### src/rtl/lvds_to_parallel.sv
// 7:1 LVDS receiver: deserialises three data lanes, aligns to the clock-lane
// 1110001 pattern, and recovers RGB/hsync/vsync/de once frame lock is held.
`timescale 1ns/1ps

module lvds_to_parallel #(
  parameter int LOCK_FRAMES   = 4,
  parameter int UNLOCK_FRAMES = 2
) (
  input  logic       lvdsInputClock,
  input  logic       resetN,
  input  logic       lvdsIn1,
  input  logic       lvdsIn2,
  input  logic       lvdsIn3,
  input  logic       lvdsClockIn,
  output logic [7:0] rgbOut,
  output logic       hsync,
  output logic       vsync,
  output logic       de,
  output logic       wordValid,
  output logic       locked
);

  typedef enum logic [1:0] {
    SEARCH = 2'd0,
    VERIFY = 2'd1,
    LOCKED = 2'd2
  } state_e;

  // Slot i of the clock lane lands in shift bit i once slot 6 is sampled.
  localparam logic [6:0] CLK_PATTERN = 7'b1000111;
  localparam logic [3:0] LOCK_N      = 4'(LOCK_FRAMES);
  localparam logic [3:0] UNLOCK_N    = 4'(UNLOCK_FRAMES);
  localparam logic [2:0] LAST_PHASE  = 3'd6;

  state_e     state_q, state_d;
  logic [6:0] sh1_q, sh1_d;
  logic [6:0] sh2_q, sh2_d;
  logic [6:0] sh3_q, sh3_d;
  logic [6:0] shc_q, shc_d;
  logic [2:0] phase_q, phase_d;
  logic [3:0] good_q, good_d;
  logic [3:0] bad_q, bad_d;
  logic [7:0] rgb_q, rgb_d;
  logic       hsync_q, hsync_d;
  logic       vsync_q, vsync_d;
  logic       de_q, de_d;
  logic       valid_q, valid_d;
  logic       locked_q, locked_d;

  logic match;
  logic expected;

  function automatic logic [3:0] sat_inc(input logic [3:0] v);
    return (v == 4'hF) ? v : v + 4'd1;
  endfunction

  assign match    = (shc_q == CLK_PATTERN);
  assign expected = (phase_q == LAST_PHASE);

  // NOTE: every next-state signal gets its default first so no path through
  // the case statement leaves one unassigned, which would infer a latch.
  always_comb begin
    sh1_d    = {lvdsIn1, sh1_q[6:1]};
    sh2_d    = {lvdsIn2, sh2_q[6:1]};
    sh3_d    = {lvdsIn3, sh3_q[6:1]};
    shc_d    = {lvdsClockIn, shc_q[6:1]};
    phase_d  = expected ? 3'd0 : phase_q + 3'd1;
    state_d  = state_q;
    good_d   = good_q;
    bad_d    = bad_q;
    rgb_d    = rgb_q;
    hsync_d  = hsync_q;
    vsync_d  = vsync_q;
    de_d     = de_q;
    valid_d  = 1'b0;

    unique case (state_q)
      SEARCH: begin
        if (match) begin
          state_d = VERIFY;
          phase_d = 3'd0;
          good_d  = 4'd0;
        end
      end

      VERIFY: begin
        if (expected) begin
          if (match) begin
            phase_d = 3'd0;
            good_d  = sat_inc(good_q);
            if (good_d == LOCK_N) begin
              state_d = LOCKED;
              bad_d   = 4'd0;
            end
          end else begin
            state_d = SEARCH;
          end
        end
      end

      LOCKED: begin
        if (expected) begin
          if (match) begin
            phase_d = 3'd0;
            bad_d   = 4'd0;
            valid_d = 1'b1;
            rgb_d   = {sh3_q[3], sh3_q[4], sh3_q[5], sh2_q[2], sh2_q[3],
                       sh1_q[1], sh1_q[2], sh1_q[3]};
            hsync_d = sh3_q[2];
            vsync_d = sh3_q[1];
            de_d    = sh3_q[0];
          end else begin
            // A missed boundary keeps the old word; the link may still recover.
            bad_d = sat_inc(bad_q);
            if (bad_d == UNLOCK_N) begin
              state_d = SEARCH;
            end
          end
        end
      end

      default: state_d = SEARCH;
    endcase

    locked_d = (state_d == LOCKED);
  end

  // NOTE: sequential state uses non-blocking assignments so every register
  // samples the pre-edge values regardless of statement order.
  always_ff @(posedge lvdsInputClock or negedge resetN) begin
    if (!resetN) begin
      state_q  <= SEARCH;
      sh1_q    <= '0;
      sh2_q    <= '0;
      sh3_q    <= '0;
      shc_q    <= '0;
      phase_q  <= '0;
      good_q   <= '0;
      bad_q    <= '0;
      rgb_q    <= '0;
      hsync_q  <= 1'b0;
      vsync_q  <= 1'b0;
      de_q     <= 1'b0;
      valid_q  <= 1'b0;
      locked_q <= 1'b0;
    end else begin
      state_q  <= state_d;
      sh1_q    <= sh1_d;
      sh2_q    <= sh2_d;
      sh3_q    <= sh3_d;
      shc_q    <= shc_d;
      phase_q  <= phase_d;
      good_q   <= good_d;
      bad_q    <= bad_d;
      rgb_q    <= rgb_d;
      hsync_q  <= hsync_d;
      vsync_q  <= vsync_d;
      de_q     <= de_d;
      valid_q  <= valid_d;
      locked_q <= locked_d;
    end
  end

  assign rgbOut    = rgb_q;
  assign hsync     = hsync_q;
  assign vsync     = vsync_q;
  assign de        = de_q;
  assign wordValid = valid_q;
  assign locked    = locked_q;

endmodule

### config.mk
export PLATFORM = sky130hd
export DESIGN_NAME = lvds_to_parallel
export DESIGN_NICKNAME = d
export VERILOG_FILES = /design/src/rtl/lvds_to_parallel.sv
export SDC_FILE = /design/constraint.sdc
export NUM_CORES = 1
export LEC_CHECK = 0
export BUFFER_PORTS_ARGS = -buffer_cell sky130_fd_sc_hd__buf_4
export CAP_MARGIN = 10
export CORE_MARGIN = 4
export CORE_UTILIZATION = 55
export CTS_CLUSTER_SIZE = 20
export DETAILED_ROUTE_END_ITERATION = 10
export PLACE_DENSITY = 0.8
export SLEW_MARGIN = 5
export SYNTH_ARGS = -nofsm -noshare
export SYNTH_HDL_FRONTEND = slang
export SYNTH_SLANG_ARGS = --single-unit
### constraint.sdc
create_clock -name lvdsInputClock -period 3.1 [get_ports lvdsInputClock]
set_input_delay 0.62 -clock lvdsInputClock [delete_from_list [all_inputs] [get_ports lvdsInputClock]]
set_output_delay 0.62 -clock lvdsInputClock [all_outputs]
set_load 0.1 [all_outputs]
==> reports/results.ini <==
[synthesis]
synthCells=147
synth.distinct_cells=43
netlist_area_um2=1990
synth_top_area_cell=dfrtp_1
ys_async_sr_fraction=1.00
yosys-top-cells-area=dfrtp_1, mux2_1, ha_1
syn_area_per_cell_um2=13.5
ys_seq_area_frac=0.642
synth_top_area_frac=0.642
syn_nets=159
yosys_warnings=0
synth_ff_type=dfrtp_1
ys_seq_elements=51
synth_edf_count=0

[cts]
path_clk_slew_ns=0.14
post_cts_buffers=0
numCtsBuffers=5
hold_buffers=0
cts_resized=0
clk_path_buf_depth=2
clock_sinks=51
cts_tree=yes
htree_num_levels=2
root_buffer=clkbuf_4
worstSkewPairLatency_ns=0.36

[status]
outcome=finished clean

[timing]
setup_tns_ns=0
min_period_ns=2.17
fin_skew_ns=0.0179
finalHoldViolCount=0
finalSetupViolations=0
slew_headroom=0.604
min_period_over_period=0.699
worstMarginPinSlew_ns=0.593
slew_viol_final=0
rsz0062_at_grt=false
max_freq_mhz=462

[critical_path]
cp_max_fo=6
endpoint_kind=flop
r2r_cells=7
critPathArrivalTime_ns=2.43
cp.depth=7
path_cells=inv_1, ha_1, nand4b_1, or3_4, o22ai_4, o21ai_2, mux2_4
criticalPathCategory=flop to flop
rr_startpoint=state_q[1]
startpoint_type=flop
cp_num_buf_inv=1
max_stage_delay_ns=0.43
path_delay_family=simple AND/OR/NAND/NOR gates
critPathRequiredTime_ns=3.37
slowest_stage=dfrtp_1
reg2reg_slack_ns=0.93
rr_endpoint=bad_q[0]

[global_route]
track_usage=0.163
antenna_found_initial=0
grt_pass1_vias=1257
grt_max_degree=52
grt_first_pass_wirelength_mm=5.54
grt.overflow.total=0

[floorplan]
die_w_um=68.1
rows=21
dieArea_um2=4640
core-area_um2=3420
start_util=0.582
ios=19
fp.dieH_um=68.1

[detailed_routing]
vias=1192
via_per_inst=5.52
drt-total-wl_mm=3.08
wl_per_cell_um=14.3
drc=0
drt-initial-drc-count=118
ant_nets=0
first_pass_iters=4

[layout]
stdcell_area_um2=2240
antenna_cells=0
area_growth_pct=12.6
fin_nets=182
layout-drive-gt1-share=0.218

[place]
place_congestion=0.782
hpwlAfterDp_mm=2.21
numPortBuffers=18
dpl-instance-area_um2=2160

[pwr]
vdd_drop_max_v=0.000419
power_density_nw_per_um2=543
p_total_mw=1.22
power_leakage_nw=1.05

[job]
maxCapViolCount=0

[hold_path]
worstHoldPathType=input port to asynchronous set/reset pin

stage by stage:
step / worst slack, ns / instances / hold WS [ns] / util
4_1_cts: 0.917 / 216 / 0.261 / 0.656
3_3_place_gp: 0.976 / 209 / 0.333 / 0.634
3_5_place_dp: 0.917 / 209 / 0.336 / 0.634
2_1_floorplan: 1.17 / 147 / 0.324 / -
6_report: 0.934 / 216 / 0.251 / 0.656
5_1_grt: 0.811 / 216 / 0.286 / 0.656
cells in the final DEF, fill, tap and decap left out, drive strengths merged, types with 2 or more instances in the layout:
master / instances
mux2: 12
inv: 7
o21ai: 6
buf: 18
a31o: 2
dfrtp: 51
nand2: 5
ha: 6
nor3: 4
nand3: 4
a21oi: 9
clkbuf: 5
nand2b: 2
nor2b: 2
nand4b: 3
a22oi: 2
nor2: 10
registers in the layout, indices dropped and copies added, names as in the netlist:
name,count
locked,1
hsync,1
sh1_q,6
state_q,2
shc_q,7
de,1
sh3_q,7
wordValid,1
vsync,1
phase_q,3
good_q,4
rgbOut,8
sh2_q,5
bad_q,4
how the worst max path moves through the flow:
| stage | end | start |
|---|---|---|
| finish | bad_q[0] | state_q[1] |
| global route | locked | state_q[1] |
| CTS | rgbOut[0] | shc_q[5] |
| detailed placement | rgbOut[0] | shc_q[5] |
| global placement | rgbOut[1] | shc_q[5] |
| floorplan | bad_q[0] | state_q[1] |
report_power, final:
part	internal, mW	switching (mW)
combinational	0.0498	0.0686
clock	0.166	0.193
sequential	0.704	0.0346
total	0.919	0.296
cells by family (layout without fill, tap and decap cells):
kind of cell    count (synthesis)  in the layout  synth area share
buf+inv                         9             32            0.0214
simple gates                   38             38             0.113
flops                          51             51             0.642
fa+ha+maj                       6              6            0.0378
compound gates                 30             30             0.112
xor+xnor                        1              1           0.00441
mux                            12             12            0.0699
per-layer routing:
layer / part of all wire / track usage / vias to the layer above
met1: 0.42 / 0.195 / 590
met3: 0.045 / 0.0443 / 5
met2: 0.51 / 0.274 / 30
met5: 0 / 0 / -
li1: - / - / 567
met4: 0.017 / 0.0744 / 0
cell type report:
type | instances | area (um2)
Sequential cell | 51 | 1280
Multi-Input combinational cell | 87 | 669
Timing Repair Buffer | 18 | 135
Inverter | 7 | 26.3
Clock buffer | 5 | 37.5
Clock inverter | 2 | 37.5
Fill cell | 256 | 1180
Tap cell | 46 | 57.6
synth_stat cells (all sizes together), types with 3 or more instances:
| library cell | instances |
|---|---|
| nand4b | 3 |
| nor3 | 4 |
| nor2 | 10 |
| nand3 | 4 |
| o21ai | 6 |
| ha | 6 |
| dfrtp | 51 |
| mux2 | 12 |
| nand2 | 5 |
| inv | 7 |
| a21oi | 9 |
worst register-to-register path, stage by stage, from the launching register on:
cell and delay (ns):
dfrtp_1 0.43, inv_1 0.12, ha_1 0.31, nand4b_1 0.22
or3_4 0.41, o22ai_4 0.23, o21ai_2 0.10, mux2_4 0.26
No activity file was read; power rests on OpenSTA's default activity.
